$ cat src/rtl/decimal_entry_ctrl_pkg.sv
// Shared constants, FSM encoding and 52-bit staging layout for the decimal entry controller.
package decimal_entry_ctrl_pkg;

  localparam int NIBBLES = 13;
  localparam int BCD_MAX = 9;
  localparam int BUF_W   = 4 * NIBBLES;

  // Staging buffer field positions: first-entered nibble lands in the sign field.
  localparam int SIGN_MSB = 51;
  localparam int SIGN_LSB = 48;
  localparam int INT_MSB  = 47;
  localparam int INT_LSB  = 24;
  localparam int FRAC_MSB = 23;
  localparam int FRAC_LSB = 0;

  typedef enum logic [1:0] {
    IDLE  = 2'd0,
    ENTRY = 2'd1,
    FULL  = 2'd2
  } state_t;

endpackage

$ cat src/rtl/decimal_entry_ctrl_button_debounce.sv
// Two-FF synchronizer, stability debouncer and single-cycle press pulse for one raw button.
module button_debounce #(
  parameter int DB_CYCLES = 500000
) (
  input  logic clk,
  input  logic rst,
  input  logic button,
  output logic pulse
);

  localparam int CW = (DB_CYCLES > 1) ? $clog2(DB_CYCLES) : 1;
  localparam logic [CW-1:0] LAST = CW'(DB_CYCLES - 1);

  logic          meta_q, sync_q, sync_d;
  logic [CW-1:0] cnt_q;
  logic          db_q;
  logic          armed_q;
  logic          stable;

  // True on every clock the synchronized level has held for DB_CYCLES clocks.
  assign stable = (cnt_q == LAST) && (sync_q == sync_d);

  // NOTE: sequential state uses non-blocking assignments so every flop samples pre-edge values.
  always_ff @(posedge clk or negedge rst) begin
    if (!rst) begin
      meta_q  <= 1'b0;
      sync_q  <= 1'b0;
      sync_d  <= 1'b0;
      cnt_q   <= '0;
      db_q    <= 1'b0;
      armed_q <= 1'b0;
      pulse   <= 1'b0;
    end else begin
      meta_q <= button;
      sync_q <= meta_q;
      sync_d <= sync_q;
      if (sync_q != sync_d)
        cnt_q <= '0;
      else if (cnt_q != LAST)
        cnt_q <= cnt_q + 1'b1;
      if (stable) begin
        db_q <= sync_q;
        // Arm only after a stable low, so a button held through reset stays silent.
        if (!sync_q)
          armed_q <= 1'b1;
      end
      pulse <= stable && sync_q && !db_q && armed_q;
    end
  end

endmodule

$ cat src/rtl/decimal_entry_ctrl.sv
// Decimal entry FSM: stages up to 13 BCD nibbles from debounced buttons and commits them on demand.
module decimal_entry_ctrl
  import decimal_entry_ctrl_pkg::*;
#(
  parameter int DB_CYCLES = 500000
) (
  input  logic        clk,
  input  logic        rst,
  input  logic [3:0]  sw,
  input  logic        button_up,
  input  logic        button_down,
  output logic [3:0]  sign,
  output logic [23:0] int_val_6,
  output logic [23:0] frac_val_6,
  output logic [3:0]  digit_cnt,
  output logic        full,
  output logic        err,
  output logic        done
);

  logic             up_p, down_p;
  logic             up_only, down_only;
  state_t           state_q, state_d;
  logic [3:0]       cnt_q, cnt_d;
  logic [BUF_W-1:0] stage_q, stage_d;
  logic             commit, err_d;

  button_debounce #(.DB_CYCLES(DB_CYCLES)) u_db_up (
    .clk    (clk),
    .rst    (rst),
    .button (button_up),
    .pulse  (up_p)
  );

  button_debounce #(.DB_CYCLES(DB_CYCLES)) u_db_down (
    .clk    (clk),
    .rst    (rst),
    .button (button_down),
    .pulse  (down_p)
  );

  // Simultaneous up and down cancel each other.
  assign up_only   = up_p & ~down_p;
  assign down_only = down_p & ~up_p;

  // NOTE: every variable gets a default before the case so no path infers a latch.
  always_comb begin
    state_d = state_q;
    cnt_d   = cnt_q;
    stage_d = stage_q;
    commit  = 1'b0;
    err_d   = 1'b0;
    unique case (state_q)
      IDLE, ENTRY: begin
        if (up_only) begin
          if (sw <= 4'(BCD_MAX)) begin
            stage_d = {stage_q[BUF_W-5:0], sw};
            cnt_d   = cnt_q + 4'd1;
            state_d = (cnt_q == 4'(NIBBLES - 1)) ? FULL : ENTRY;
          end else begin
            err_d = 1'b1;
          end
        end else if (down_only) begin
          if (state_q == IDLE) begin
            err_d = 1'b1;
          end else begin
            stage_d = {4'h0, stage_q[BUF_W-1:4]};
            cnt_d   = cnt_q - 4'd1;
            state_d = (cnt_q == 4'd1) ? IDLE : ENTRY;
          end
        end
      end
      FULL: begin
        if (up_only) begin
          commit  = 1'b1;
          stage_d = '0;
          cnt_d   = 4'd0;
          state_d = IDLE;
        end else if (down_only) begin
          stage_d = {4'h0, stage_q[BUF_W-1:4]};
          cnt_d   = cnt_q - 4'd1;
          state_d = ENTRY;
        end
      end
      default: begin
        stage_d = '0;
        cnt_d   = 4'd0;
        state_d = IDLE;
      end
    endcase
  end

  always_ff @(posedge clk or negedge rst) begin
    if (!rst) begin
      state_q    <= IDLE;
      cnt_q      <= 4'd0;
      stage_q    <= '0;
      sign       <= 4'h0;
      int_val_6  <= 24'h0;
      frac_val_6 <= 24'h0;
      err        <= 1'b0;
      done       <= 1'b0;
    end else begin
      state_q <= state_d;
      cnt_q   <= cnt_d;
      stage_q <= stage_d;
      err     <= err_d;
      done    <= commit;
      if (commit) begin
        sign       <= stage_q[SIGN_MSB:SIGN_LSB];
        int_val_6  <= stage_q[INT_MSB:INT_LSB];
        frac_val_6 <= stage_q[FRAC_MSB:FRAC_LSB];
      end
    end
  end

  assign full      = (state_q == FULL);
  assign digit_cnt = cnt_q;

endmodule

$ cat config.mk
export PLATFORM = sky130hd
export DESIGN_NAME = decimal_entry_ctrl
export DESIGN_NICKNAME = d
export VERILOG_FILES = /design/src/rtl/decimal_entry_ctrl_pkg.sv /design/src/rtl/decimal_entry_ctrl_button_debounce.sv /design/src/rtl/decimal_entry_ctrl.sv
export SDC_FILE = /design/constraint.sdc
export NUM_CORES = 1
export LEC_CHECK = 0
export BUFFER_PORTS_ARGS = -buffer_cell sky130_fd_sc_hd__buf_2
export CAP_MARGIN = 15
export CORE_MARGIN = 2
export CORE_UTILIZATION = 40
export DETAILED_ROUTE_END_ITERATION = 10
export SLEW_MARGIN = 15
export SYNTH_ARGS = -nofsm -noshare
export SYNTH_HDL_FRONTEND = slang
export SYNTH_SLANG_ARGS = --single-unit
export TNS_END_PERCENT = 10
$ cat constraint.sdc
create_clock -name clk -period 2.59 [get_ports clk]
set_input_delay 0.1295 -clock clk [delete_from_list [all_inputs] [get_ports clk]]
set_output_delay 0.1295 -clock clk [all_outputs]
set_load 0.05 [all_outputs]
# After elaboration in Yosys (flattened, before gate mapping)
# Index checks and enable logic that the tools add are counted.
op_classes:
  add_sub_neg: 4
  n_lt_le_gt_ge: 1
  n_eq_ne: 16
  mux: 34
  bitwise_logic: 6
  reduce_logical: 17
ops:
  columns: ["op", "count"]
  rows:
  - ["two-way mux 52 bit", 6]
  - ["case mux 52 bit (2 select lines)", 1]
  - ["two-way mux 19 bit", 4]
  - ["adder 19 x 1 -> 19 bit, second input constant", 2]
  - ["== test 19 bit, second input constant", 2]
  - ["!= test 19 bit, second input constant", 2]
  - ["two-way mux 4 bit", 6]
  - ["two-way mux 2 bit", 7]
  - ["!= test 3 bit, second input constant", 3]
  - ["logical AND 1 bit", 8]
  - ["two-way mux 1 bit", 8]
  - ["case mux 4 bit (2 select lines)", 1]
  - ["adder 4 x 1 -> 4 bit, second input constant", 1]
  - ["== test 4 x 1 -> 1 bit, second input constant", 1]
  - ["== test 4 bit, second input constant", 1]
  - ["<= comparator 4 bit, second input constant", 1]
  - ["inverter 1 bit", 4]
  - ["case mux 2 bit (2 select lines)", 1]
  - ["AND reduction 2 bit", 2]
  - ["AND reduction 4 bit", 1]
  - ["nonzero test 2 bit", 2]
  - ["subtractor 4 x 1 -> 4 bit, second input constant", 1]
  - ["!= test 3 x 1 -> 1 bit, second input constant", 1]
  - ["bitwise AND 1 bit", 2]
  - ["other kinds (7)", 10]
word_totals:
  regBits: 162
  input_bits: 8

# Longest topological paths before layout
# Gate-level depths: netlist of run 1.
depth:
  ltp_word: 6
  depth_mapped: 9
  ltp_nobuf: 6

# By module
# Synthesis of run 1 repeated with hierarchy kept, for this count alone.
unflattened:
  hier_cells: 704
  area_unflattened_um2: 8236.6
modules_own_cells:
  columns: ["module", "n_inst", "cells_per_inst", "area_per_inst_um2", "seq_area_each_um2"]
  rows:
  - ["decimal_entry_ctrl", 1, 460, 5691.7, 2802.7]
  - ["button_debounce", 2, 122, 1272.5, 625.6]

# Worst setup path before layout of run 1
# No wires, ideal clock.
synth_path:
  path_kind: "register -> register"
  from: "register state_q[1]"
  to: "register frac_val_6[0]"
  arrival_time_ns: 2.187
  required_time_ns: 2.465
  setup_slack_ns: 0.278
  path_stages_with_launch: 7
  n_path_buf: 2
  path_cell_list: "dfrtp_1 buf_4 clkinv_1 nor2_1 nand2_1 buf_2 mux2_2"
synth_between:
  elab_chain_cells: 2
synth_rtl:
  columns: ["element", "line_no", "text"]
  rows:
  - ["start, declared", "decimal_entry_ctrl.sv:23", "state_t state_q, state_d;"]
  - ["start signal, assigned", "decimal_entry_ctrl.sv:104", "state_q <= state_d;"]
  - ["== test 2 bit", null, null]
  - ["via full", "decimal_entry_ctrl.sv:16", "output logic full,"]
  - ["two-way mux 1 bit", "decimal_entry_ctrl.sv:53", "unique case (state_q)"]
  - ["end signal, assigned", "decimal_entry_ctrl.sv:112", "frac_val_6 <= stage_q[FRAC_MSB:FRAC_LSB];"]
  - ["end, declared", "decimal_entry_ctrl.sv:14", "output logic [23:0] frac_val_6,"]
# The timed path passes the listed nets, and every way through them passes these cells.
# A chain may end at the register's enable or synchronous reset.

# Worst setup path in the final report of run 1
layout_path:
  from: "register state_q[1]"
  to: "output full"
layout_between:
  elab_chain_cells: 1
layout_rtl:
  columns: ["element", "line_no", "text"]
  rows:
  - ["== test 2 bit", "decimal_entry_ctrl.sv:117", "assign full = (state_q == FULL);"]
  - ["end, declared", "decimal_entry_ctrl.sv:16", null]
# Every way passes these cells.

==> run summary, run 1 <==
The flow ran to the end, and the final reports show no timing, DRC or antenna violations. Leaving out fill and tap cells, the most frequent cells in the layout are sky130_fd_sc_hd__dfrtp_1, sky130_fd_sc_hd__mux2_2, sky130_fd_sc_hd__buf_2. In this run the power density over the cells is 609.1 nW/µm². The initial antenna violation count came out at 0.

The startpoint of the lowest-slack register-to-register path is u_db_down.pulse. The setup path with the least slack is of type reg -> out. The slew of the pin with the lowest slew margin came out at 717.0 ps. The number of input and output port buffers inserted came out at 66. Across the run, the number of max-cap violations was 0. The clock skew after layout is between 10 and 15 ps. The global-route wire length before repair came out at 26,290 µm.

The count of cells in the finished layout, fillers not included, comes to slightly above 900. The data required time of the critical path is about 2500 ps. The number of cells on the worst reg-to-reg path came out at 8. The final instance area came out at roughly 8600 µm². The global-route usage over all layers came out at between 10% and 20%. The number of buffers and inverters on the critical path is 2. The H-tree was split into 4 levels. The worst hold path belongs to the class in -> reg. The TritonCTS clock tree is yes. The y dimension of the die came out at about 140 µm. The worst endpoint data arrival time is roughly 2000 ps. STA classifies the critical path startpoint as a register.

The clock latency reported for the late side of the worst-skew pair came out at 430 ps. After the first detailed-routing iteration, the DRC count stood at ~290. The endpoint of the worst-slack reg-to-reg timing path is stage_q[5]. The share of the Yosys chip area taken by registers is a little under three fifths. The total overflow reported by the global router came out at 0. The share of synthesized cell area in full adder, half adder and majority cells came out at between 1 and 1.5%. The kind of cell with the highest combined delay on the critical path is buffers and inverters. The mux cell area share after synthesis is 10.37%.

The via count of the routed design is about 5,000. The routed wire length is ~15,000 µm. The count of final max-slew check failures came out at 0.

The clock-pin slew on the worst setup and hold paths came out at 70 ps. The clock period minus worst slack is 2121 ps. The synthesis warning total came out at 0. The number of buffers on the longest clock path is 2. The total cell area at the placement stage came out at 7925 µm². The average instance in the mapped netlist occupies 12.13 µm². The xor and xnor fraction of the mapped netlist area came out at under 10%. The number of cells produced by synthesis came out at roughly 600. For this run, the slowest stage of the critical path takes between 600 and 700 ps. The pre-CTS setup slack came out at 528.8 ps. The detailed-route DRC error count is 0. The area growth from synthesis to layout is 17.92%.

The starting utilization of the core area came out at between 40% and 50%. The worst hold path was traced through 3 stages. The fraction of the mapped netlist area in compound gates is 16.35%. After detailed routing, the met3 layer carries approximately 570 µm of wire. Synthesis produced a netlist with a net count of approximately 610. Summed over all failing endpoints, the final setup total negative slack is 0 ps. The number of antenna-violating nets in the routed design came out at 0. The top-level port count is 67. Row generation in the floorplan step produced slightly below 50 rows. The cell area that synthesis handed to floorplanning was 7254 µm². The post-route core utilization is a little under half.

The count of state elements after synthesis is 162. The peak supply drop is 0.4152 mV. The layout cell share with drive strength beyond 1 is 28.89%. The slowest cell on the critical path is sky130_fd_sc_hd__dfrtp_1. The worst reg-to-reg setup slack is about 530 ps.

The floorplan step defined a die boundary enclosing just under 20,000 µm². The number of endpoints with negative hold slack in the final report came out at 0. The simple-gate area share of the yosys netlist came out at 11.35%. The largest fanout on the critical path came out at 11. The leakage power of the design is 4.060 nW.

The routed design uses between 7000 and 8000 µm of met2 wire. The end point of the most critical hold path is stage_q[0]. In this run, distinct cell masters in the synthesized netlist total 59. Setup slack closes at 468.7 ps. The area of the placeable core came out at between 15,000 and 20,000 µm². The number of nets at the end of the flow is around 680. The total power after layout came out at between 5 and 6 mW.

The worst hold path startpoint is sw[0]. The final cycle utilization of the critical path came out at between 80% and 90%. The number of placed cells counting well taps came out at 876. The detailed-router iteration count before antenna repair is 5. In the final routed layout, each cell accounts on average for around 17 µm. Setup repair after global routing left no endpoint under its margin. The setup-violating endpoint count in the final report is 0.

The sink count of the clock tree came out at approximately 160. In this run the top signal layer used is met4. The top achievable clock speed is around 470 MHz.

The count of inserted antenna diode cells came out at 0. The number of synthesized flops with an enable pin came out at 0. The final hold slack is between 50 and 60 ps. Measured along the x axis, the die boundary spans ~140 µm.

In the final routing, the length of wire on met1 measures 7095 µm. Among all flip-flop cells after synthesis, the most frequent one is sky130_fd_sc_hd__dfrtp_1. The routed via count divided by cell count came out at ~5.6.

The congestion estimate from routability-driven global placement came to between 0.8 and 0.9. The detailed placement HPWL is around 10,000 µm. After synthesis, the largest family of logic cells by area is compound AO/OA/AOI/OAI gates.

The critical path capture point type is an output pin. The root buffer cell is sky130_fd_sc_hd__clkbuf_16. The number of buffers added by the clock tree synthesis step is 17. Leaving out fill and tap cells, the most frequent cell in the layout is sky130_fd_sc_hd__dfrtp_1.

Walking the worst path, the cells encountered are clkinv_1, nor2_1, buf_2. The largest net degree at the start of global routing is 72. The post-cts resize count came out at 0. The worst max-slew margin expressed relative to the limit is a little over half.

The fraction of registers with async set/reset is between 90% and 100%. The via count of the first global-routing pass came out at 5,162.
routing by layer:
| metal | track usage [%] | vias to the layer above |
|---|---|---|
| met5 | 0 | - |
| met4 | 6.061 | 0 |
| met3 | 4.040 | 15 |
| met2 | 26.89 | 89 |
| met1 | 22.02 | 2582 |
| li1 | - | 2414 |
cells in the mapped netlist, types with 11 or more instances:
cell type / n / area (µm²)
sky130_fd_sc_hd__clkbuf_1: 16 / 60.06
sky130_fd_sc_hd__dfrtp_1: 162 / 4054
sky130_fd_sc_hd__nand2_1: 26 / 97.59
sky130_fd_sc_hd__o2bb2ai_1: 39 / 341.6
sky130_fd_sc_hd__a21oi_1: 15 / 75.07
sky130_fd_sc_hd__xor2_1: 11 / 96.34
sky130_fd_sc_hd__nor2_1: 23 / 86.33
sky130_fd_sc_hd__buf_2: 16 / 80.08
sky130_fd_sc_hd__o21ai_0: 16 / 80.08
sky130_fd_sc_hd__nand3_1: 13 / 65.06
sky130_fd_sc_hd__and4_1: 11 / 96.34
sky130_fd_sc_hd__mux2_2: 65 / 732.0
sky130_fd_sc_hd__a22oi_1: 39 / 292.8
power breakdown:
group | leakage [nW] | internal (mW) | total [mW] | switching [mW]
logic | 1.75 | 0.0357 | 0.125 | 0.0895
clock network | 0.278 | 1.50 | 2.51 | 1.01
registers | 2.04 | 2.55 | 2.57 | 0.0232
worst max-delay path by stage:
stage	cells after the start	slack [ps]	to	startpoint
4_1_cts	3	440	full	state_q[1]
3_5_place_dp	8	530	stage_q[2]	u_db_down.pulse
3_3_place_gp	7	540	stage_q[1]	u_db_down.pulse
2_1_floorplan	6	280	frac_val_6[0]	state_q[1]
6_report	3	470	full	state_q[1]
5_1_grt	3	300	full	state_q[1]
kinds of logic after synthesis:
family                   count (synthesis)
multiplexers                            67
flip-flops                             162
AO/OA/AOI/OAI                          160
AND/OR/NAND/NOR                        139
XOR/XNOR                                18
adder cells (fa/ha/maj)                  7
buffers and inverters                   45
cell type report:
type / instances / area, µm²
Tap cell: 229 / 286.5
Inverter: 11 / 41.29
Clock buffer: 21 / 470.5
Timing Repair Buffer: 86 / 531.8
Clock inverter: 11 / 128.9
Multi-Input combinational cell: 391 / 3042
Fill cell: 1588 / 9348
Sequential cell: 162 / 4054
registers in the layout, summed over array words and instances (netlist names), 2 cells and up:
register	cells
stage_q	52
frac_val_6	24
int_val_6	24
u_db_down.cnt_q	19
u_db_up.cnt_q	19
digit_cnt	4
sign	4
state_q	2
worst min-delay path: stages:
cell                     delay [ps]
sky130_fd_sc_hd__buf_2           80
sky130_fd_sc_hd__a22o_1         110
sky130_fd_sc_hd__mux2_2         130
what timing repair did:
| action | 4_1_cts | 5_1_grt |
|---|---|---|
| hold buffers | 3 | 0 |
| hold endpoints to repair | 70 | 0 |
| buffers inserted | 0 | 0 |
| endpoints found under the setup margin | 0 | 0 |
(Power assumes the default switching activity.)
==> inputs of run 2 (changes only) <==
--- a/config.mk
+++ b/config.mk
@@ -5,6 +5,7 @@
 export SDC_FILE = /design/constraint.sdc
 export NUM_CORES = 1
 export LEC_CHECK = 0
+export ABC_AREA = 1
 export BUFFER_PORTS_ARGS = -buffer_cell sky130_fd_sc_hd__buf_2
 export CAP_MARGIN = 15
 export CORE_MARGIN = 2
==> constraint.sdc (replaced) <==
create_clock -name clk -period 2 [get_ports clk]
set_input_delay 0.1 -clock clk [delete_from_list [all_inputs] [get_ports clk]]
set_output_delay 0.1 -clock clk [all_outputs]
set_load 0.05 [all_outputs]
==> run 2 against run 1 <==
Clock-buffer cell count is 2 lower. Register-to-register slack worse by 300 ps. Final cell count is 32% higher. Final area is 1.8% higher. First-iteration DRC count is 34% higher. Largest cell class unchanged.
==> run summary, run 2 <==
The sink count of the clock tree came out at 162 (unchanged). The delay of the slowest critical-path stage is 380 ps (-270 ps). The count of state elements after synthesis is 162 (unchanged). The CTS H-tree depth is 4 (unchanged).

The number of filler instances in the final layout is 1,766 (+11%). The iteration-0 DRC count of the detailed router is 386 (+34%). The average routed wire per standard cell is 13.43 µm (-20%). The flip-flop count of the largest register, all copies and words added is 52 (unchanged). The layout cell share with drive strength beyond 1 came out at 13.80% (-15 points). The worst endpoint data arrival time was 2050 ps (+60 ps). The worst max-slew margin expressed relative to the limit is 66.32% (+14 points).

The routability congestion estimate is 0.8543 (+5.7%). The clock skew after layout is 7.755 ps (-3.156 ps). Among all cell types in the netlist, the one instantiated most often is sky130_fd_sc_hd__nand2_1. The switching power as a share of total power came out at 22.39% (+0.80 points). The detailed placement HPWL came out at 11,180 µm (+7.6%). The sequential fraction of design power came to 49.1% (-0.3 points).

The count of buffer and inverter cells on the critical path was 3 (+1). In the final layout, the registers with the most flip-flops are stage_q x52, frac_val_6 x24, int_val_6 x24. The clock latency reported for the late side of the worst-skew pair came to 430 ps (about the same). The detailed-router iteration count before antenna repair came out at 4 (-1).

The site row count came out at 49 (unchanged). The total die area came out at 19,760 µm² (+2.7%). Setup repair after global routing left no endpoint under its margin.

In the synthesized netlist, the cells that appear most often are sky130_fd_sc_hd__nand2_1, sky130_fd_sc_hd__dfrtp_1, sky130_fd_sc_hd__inv_1. The number of antenna-violating nets in the routed design is 0 (unchanged). The clock share of power came out at 48.7% (+0.5 points). The hold-critical path depth came out at 3 (unchanged).

The total power after layout is 6.742 mW (+29%). The worst register-to-register path begins at u_db_down.pulse. The routed wire length is 16,120 µm (+5.3%).

The worst hold path begins at sw[3]. The number of cells on the worst reg-to-reg path is 8 (unchanged). The net switching component of the power came out at 1.510 mW (+34%). The count of inserted antenna diode cells came out at 0 (unchanged). In the post-synthesis netlist, the biggest area contributors are sky130_fd_sc_hd__dfrtp_1, sky130_fd_sc_hd__nand2_1, sky130_fd_sc_hd__o21ai_0, sky130_fd_sc_hd__inv_1, sky130_fd_sc_hd__nor2_1. The setup total negative slack was 0 ps (unchanged). The number of distinct standard cells referenced by the synthesized netlist came to 31 (-47%). The portion of synthesized cell area occupied by the leading cell type was 54.34% (-1.5 points).

The cell family contributing the most delay on the critical path is buffers and inverters. The worst reg-to-reg setup slack came out at 230 ps (-300 ps). The top achievable clock speed came out at 566.1 MHz.

The endpoint of the worst-slack reg-to-reg timing path is stage_q[9]. The internal power component came out at 5.232 mW (+28%). For hold timing, the worst endpoint is err. The largest individual stage delay along the critical path comes from the cell sky130_fd_sc_hd__dfrtp_1.

The number of buffers added by the clock tree synthesis step was 17 (unchanged). Traced cell by cell, the critical path runs through inv_1, ha_1, inv_4, a21oi_2, nand2_1, nand2_4, buf_4, o21ai_0. The leakage power of the design was 3.990 nW (-1.7%).

The number of buffers on the longest clock path is 2 (unchanged). The cell area after synthesis is 7460 µm² (+2.8%). The largest fanout on the critical path is 46 (+35). The slew of the pin with the lowest slew margin came out at 503.3 ps (-213.7 ps). The part of the Yosys area used for sequential elements is 54.34% (-1.5 points).

The register with the most flip-flops is stage_q. The final hold slack is 47.02 ps (-9.175 ps). The global-route usage over all layers was 17.21% (+0.56 points). The initial antenna violation count was 0 (unchanged).

The top-level port count came out at 67 (unchanged). The peak supply drop is 0.5803 mV (+40%). The number of nets at the end of the flow is 973 (+42%). The y dimension of the die is 140.6 µm (+1.4%). The synthesized netlist net count is 898 (+46%). The number of cells produced by synthesis is 883 (+48%). The largest net degree at the start of global routing is 62 (-14%).

The critical path is of the reg -> reg type. The synthesis warning total was 0 (unchanged). The width of the chip came out at 140.6 µm (+1.4%). The via count of the first global-routing pass is 5,568 (+7.9%).

The cell taking the most area after synthesis is sky130_fd_sc_hd__dfrtp_1. The detailed-route DRC error count came out at 0 (unchanged). The via count of the routed design came out at 5,885 (+15%).

Counting I/O delays and the setup requirement, the final critical path takes roughly 1800 ps. The min-delay analysis places its worst path in the category in -> reg. The number of synthesized flops with an enable pin came out at 0 (unchanged). Compared with the post-synthesis result, the final layout area differs by 16.69%. The count of final max-slew check failures was 0 (unchanged).

The critical path capture point type is a register. The root buffer cell is sky130_fd_sc_hd__clkbuf_16. The fraction of registers with async set/reset is 100.0% (unchanged). The setup-violating endpoint count in the final report came out at 0 (unchanged). STA classifies the critical path startpoint as a register. The max-capacitance violation count came out at 0 (unchanged).

The routed via count divided by cell count came out at 4.904 (-12%). The TritonCTS clock tree is yes. The area of the placeable core was 18,150 µm² (+1.4%). The synthesized area per cell came to 8.448 µm² (-30%). The starting utilization of the core area is 41.11% (+0.58 points). The clock-pin slew on the worst setup and hold paths is 60 ps (about the same). The flow ran to the end, and the final reports show no timing, DRC or antenna violations. Leaving out fill and tap cells, the most frequent cells in the layout are sky130_fd_sc_hd__nand2_1, sky130_fd_sc_hd__dfrtp_1, sky130_fd_sc_hd__inv_1. Leaving out fill and tap cells, the most frequent cell in the layout is sky130_fd_sc_hd__nand2_1. The data required time of the critical path came to 2290 ps (-170 ps). The final cycle utilization of the critical path came out at around nine tenths. The global-route wire length before repair came out at 27,680 µm (+5.3%). The cell area power density came out at 774.5 nW/µm² (+27%).

The number of endpoints with negative hold slack in the final report is 0 (unchanged). The total overflow reported by the global router is 0 (unchanged). The number of input and output port buffers inserted was 66 (unchanged). In the synthesized netlist the dominant register cell turns out to be sky130_fd_sc_hd__dfrtp_1.

The part of the total power dissipated in combinational logic came to 2.2% (-0.2 points). The number of buffers added for setup after CTS came out at 0 (unchanged).
[run 2: power by group through the flow]
stage               Clock (mW)  Sequential, mW  Combinational, mW
floorplan                    0            3.37             0.0486
global placement             0            3.37              0.153
detailed placement           0            3.37              0.153
CTS                       3.37            3.31              0.160
global route              3.52            3.31              0.180
finish                    3.28            3.31              0.151
[run 2: final cells by class]
cell class,count,area [µm²],share of cell area [%]
Tap cell,229,286.5,3.292
Sequential cell,162,4054,46.57
Clock buffer,19,442.9,5.088
Timing Repair Buffer,90,568.0,6.526
Inverter,113,426.7,4.902
Clock inverter,13,151.4,1.739
Multi-Input combinational cell,574,2775,31.88
[run 2: how the worst max path moves through the flow]
stage                     depth (start not counted)  slack (ps)            to             from
after floorplan                                  10         410  digit_cnt[3]  u_db_down.pulse
after detailed placement                          8         130   stage_q[42]  u_db_down.pulse
after global placement                            9         200   stage_q[49]  u_db_down.pulse
after CTS                                         8         110   stage_q[42]  u_db_down.pulse
final                                             8         230    stage_q[9]  u_db_down.pulse
after global routing                              9          30    stage_q[9]  u_db_down.pulse
[run 2: metrics by stage]
step,cell area (µm²),utilization (%),std cells,setup slack [ps]
floorplan,7460,-,883,405.7
global placement,8066,44.45,1164,204.6
detailed placement,8066,44.45,1164,126.1
CTS,8701,47.95,1200,106.5
global route,8705,47.97,1200,25.77
finish,8705,47.97,1200,233.4
[run 2: kinds of logic after synthesis]
| kind of cell | count (synthesis) | share of synthesized area (%) |
|---|---|---|
| flops | 162 | 54.34 |
| fa+ha+maj | 7 | 1.174 |
| buf+inv | 147 | 8.554 |
| simple gates | 361 | 20.09 |
| xor+xnor | 14 | 1.644 |
| compound gates | 192 | 14.19 |
[run 2: routing by layer]
layer	up-vias	routed length, µm	GRT usage (%)
met4	0	189	4.789
li1	3037	-	-
met1	2742	7857	23.90
met5	-	0	0
met3	13	674	4.444
met2	93	7401	26.91
[run 2: timing repair]
action	4_1_cts	5_1_grt
setup endpoints to repair	0	31
resized for setup	0	1
hold endpoints to repair	46	0
hold buffers	4	0
[run 2: worst reg2reg max path: cells and delay by family (launching register included)]
kind | cells | cell delay (ps)
buffers and inverters | 3 | 520
DFF | 1 | 380
AOI/OAI and AO/OA | 2 | 310
adders and majority gates | 1 | 240
and+or+nand+nor | 2 | 180
==> inputs of run 3 (changes only) <==
--- a/config.mk
+++ b/config.mk
@@ -5,11 +5,10 @@
 export SDC_FILE = /design/constraint.sdc
 export NUM_CORES = 1
 export LEC_CHECK = 0
-export ABC_AREA = 1
 export BUFFER_PORTS_ARGS = -buffer_cell sky130_fd_sc_hd__buf_2
 export CAP_MARGIN = 15
 export CORE_MARGIN = 2
-export CORE_UTILIZATION = 40
+export CORE_UTILIZATION = 30
 export DETAILED_ROUTE_END_ITERATION = 10
 export SLEW_MARGIN = 15
 export SYNTH_ARGS = -nofsm -noshare
==> run 3 against run 2 <==
Clock power decreased by 5%. Critical path depth decreased by 1. Global-route usage decreased by 3.9 points. Sequential cell count unchanged. Largest power group unchanged.
==> run summary, run 3 (synthesis gave the netlist of run 1 again) <==
Setup repair after global routing left no endpoint under its margin. Leaving out fill and tap cells, the most frequent cell in the layout is sky130_fd_sc_hd__dfrtp_1. The part of the total power dissipated in combinational logic is 2.6% (+0.4 points). In the layout the commonest cells are sky130_fd_sc_hd__dfrtp_1, sky130_fd_sc_hd__mux2_2, sky130_fd_sc_hd__buf_2. The y dimension of the die is 159.5 µm (+13%). The clock skew after layout came out at 9.367 ps (+1.612 ps). The global-route usage over all layers came out at 13.34% (-3.9 points). The layout cell share with drive strength beyond 1 is 30.47% (+17 points). The clock-pin slew on the worst setup and hold paths is 60 ps (about the same). The post-route non-filler standard cell count is 1,018 (-15%). The peak supply drop is 0.5181 mV (-11%).

The flip-flop count of the largest register, all copies and words added is 52 (unchanged). The largest registers in the layout are stage_q x52, frac_val_6 x24, int_val_6 x24. The number of buffers added by the clock tree synthesis step came out at 17 (unchanged). The routed via count divided by cell count came out at 5.104 (+4.1%).

The final cycle utilization of the critical path came out at 92.90% (+4.6 points). The final instance area was 8822 µm² (+1.4%). The average routed wire per standard cell came out at 16.03 µm (+19%). The count of inserted antenna diode cells came out at 0 (unchanged). The routability congestion estimate is 0.8134 (-4.8%).

The setup-violating endpoint count in the final report is 0 (unchanged). The worst reg-to-reg setup slack came to 140 ps (-90 ps). The largest net degree at the start of global routing was 62 (unchanged). The max-capacitance violation count is 0 (unchanged). The site row count is 56 (+14%). The global-route met1 utilization is 17.46% (-6.4 points). The leakage power of the design came to 4.167 nW (+4.4%). The flow ran to the end, and the final reports show no timing, DRC or antenna violations.

The slew of the pin with the lowest slew margin is 566.3 ps (+62.99 ps). The routed wire length is 16,320 µm (+1.3%). The detailed-route DRC error count is 0 (unchanged). The area of the placeable core came out at 23,610 µm² (+30%). The startpoint identified for the worst register-to-register timing path is u_db_down.pulse.

The worst setup path is launched from a register. The switching power as a share of total power is 21.46% (-0.93 points). The internal power component came out at 5.209 mW (-0.44%).

The endpoint of the worst-slack reg-to-reg timing path is digit_cnt[3]. The worst max-slew margin expressed relative to the limit is 61.97% (-4.3 points). The class of the worst hold path is in -> reg. The area growth from synthesis to layout came out at 21.61%. Clock tree synthesis selected as its root buffer the cell sky130_fd_sc_hd__clkbuf_16. The worst setup path is captured at a register.

The number of endpoints with negative hold slack in the final report is 0 (unchanged). The register with the most flip-flops is stage_q. The top achievable clock speed came to 538.2 MHz (-4.9%). The hold-critical path depth is 3 (unchanged). The CTS H-tree depth came to 4 (unchanged).

The global-route wire length before repair came out at 27,540 µm (-0.50%). The total die area came out at 25,440 µm² (+29%). The data required time of the critical path is 2310 ps (+20 ps). The number of antenna-violating nets in the routed design came out at 0 (unchanged). The clock period minus worst slack was 1858 ps (+91.46 ps). The global-route track usage on met3 is 3.152% (-1.3 points). The detailed-router iteration count before antenna repair came out at 4 (unchanged). The total cell area at the placement stage was 8195 µm² (+1.6%).

The via count of the routed design came out at 5,196 (-12%). The via count of the first global-routing pass is 5,100 (-8.4%). The initial antenna violation count came out at 0 (unchanged). The end point of the most critical hold path is stage_q[0]. The top-level port count is 67 (unchanged).

The number of input and output port buffers inserted came out at 66 (unchanged). The cell area power density came out at 751.8 nW/µm² (-2.9%). The sequential fraction of design power is 50.2% (+1.1 points). The iteration-0 DRC count of the detailed router was 302 (-22%). The setup total negative slack is 0 ps (unchanged). The count of final max-slew check failures is 0 (unchanged). The total overflow reported by the global router came out at 0 (unchanged). The layer with the highest usage is met2.

The clock latency reported for the late side of the worst-skew pair is 430 ps (about the same). The number of nets at the end of the flow came out at 703 (-28%). The critical path start-end classification is reg -> reg.

The net switching component of the power is 1.423 mW (-5.7%). The met2 routing resource usage after global routing was 21.68% (-5.2 points). The detailed placement HPWL came out at 11,170 µm (about the same). The starting utilization of the core area came out at 30.72% (-10 points). The number of placed cells counting well taps came out at 981 (-16%). The worst hold path startpoint is sw[0].

The number of buffers on the longest clock path came to 2 (unchanged). The largest fanout on the critical path was 9 (-80%). The sink count of the clock tree is 162 (unchanged). The worst endpoint data arrival time came out at 2170 ps (+120 ps). The width of the chip came out at 159.5 µm (+13%). The number of cells on the worst reg-to-reg path is 7 (-1). The clock share of power is 47.2% (-1.5 points). TritonCTS built the clock tree.
run 3: how the worst max path moves through the flow:
stage          depth (start not counted)  slack, ps      endpoint             from
2_1_floorplan                          8         80    stage_q[0]  u_db_down.pulse
3_3_place_gp                           8        120   stage_q[49]  u_db_down.pulse
3_5_place_dp                           8         40   stage_q[50]  u_db_down.pulse
4_1_cts                                8         30   stage_q[50]  u_db_down.pulse
5_1_grt                                8          6   stage_q[40]  u_db_down.pulse
6_report                               7        140  digit_cnt[3]  u_db_down.pulse
run 3: cell type report:
cell class	instances	area, µm²
inverter	11	41.29
sequential	162	4054
clock inverter	9	110.1
clock buffer	21	450.4
multi-input combinational	391	3055
timing repair buffer	105	711.9
fill	2329	14790
tap	319	399.1
run 3: through the flow:
stage | hold WS (ps) | setup WS (ps) | util, % | power, mW
floorplan | -195.6 | 84.23 | - | 3.445
global placement | 124.5 | 122.5 | 34.71 | 3.565
detailed placement | 118.6 | 40.92 | 34.71 | 3.565
CTS | 27.63 | 26.93 | 37.21 | 6.733
global route | 49.87 | 5.782 | 37.36 | 6.910
finish | 33.88 | 141.9 | 37.36 | 6.633
run 3: power groups by stage:
stage | combinational (mW) | clock [mW] | sequential (mW)
5_1_grt | 0.200 | 3.38 | 3.33
6_report | 0.170 | 3.13 | 3.33
2_1_floorplan | 0.0590 | 0 | 3.39
3_5_place_dp | 0.174 | 0 | 3.39
4_1_cts | 0.178 | 3.22 | 3.33
3_3_place_gp | 0.174 | 0 | 3.39
run 3: metal layers:
| layer | share of wire (%) | routed length [µm] | vias to the layer above |
|---|---|---|---|
| met1 | 46 | 7497 | 2633 |
| li1 | - | - | 2462 |
| met5 | 0 | 0 | - |
| met4 | 1.4 | 233 | 0 |
| met2 | 49 | 8017 | 81 |
| met3 | 3.5 | 573 | 20 |
run 3: timing repair:
item,CTS,global route
setup endpoints to repair,0,30
setup buffers,0,4
resized for setup,0,1
endpoints found under the hold margin,60,0
hold buffers,3,0
run 3: critical path, stage by stage, from the launching register on:
cell and delay (ps):
sky130_fd_sc_hd__dfrtp_1 340, sky130_fd_sc_hd__inv_1 50, sky130_fd_sc_hd__ha_1 250, sky130_fd_sc_hd__buf_4 180
sky130_fd_sc_hd__or4_1 530, sky130_fd_sc_hd__and3_1 200, sky130_fd_sc_hd__o22ai_1 120, sky130_fd_sc_hd__o2bb2ai_1 70
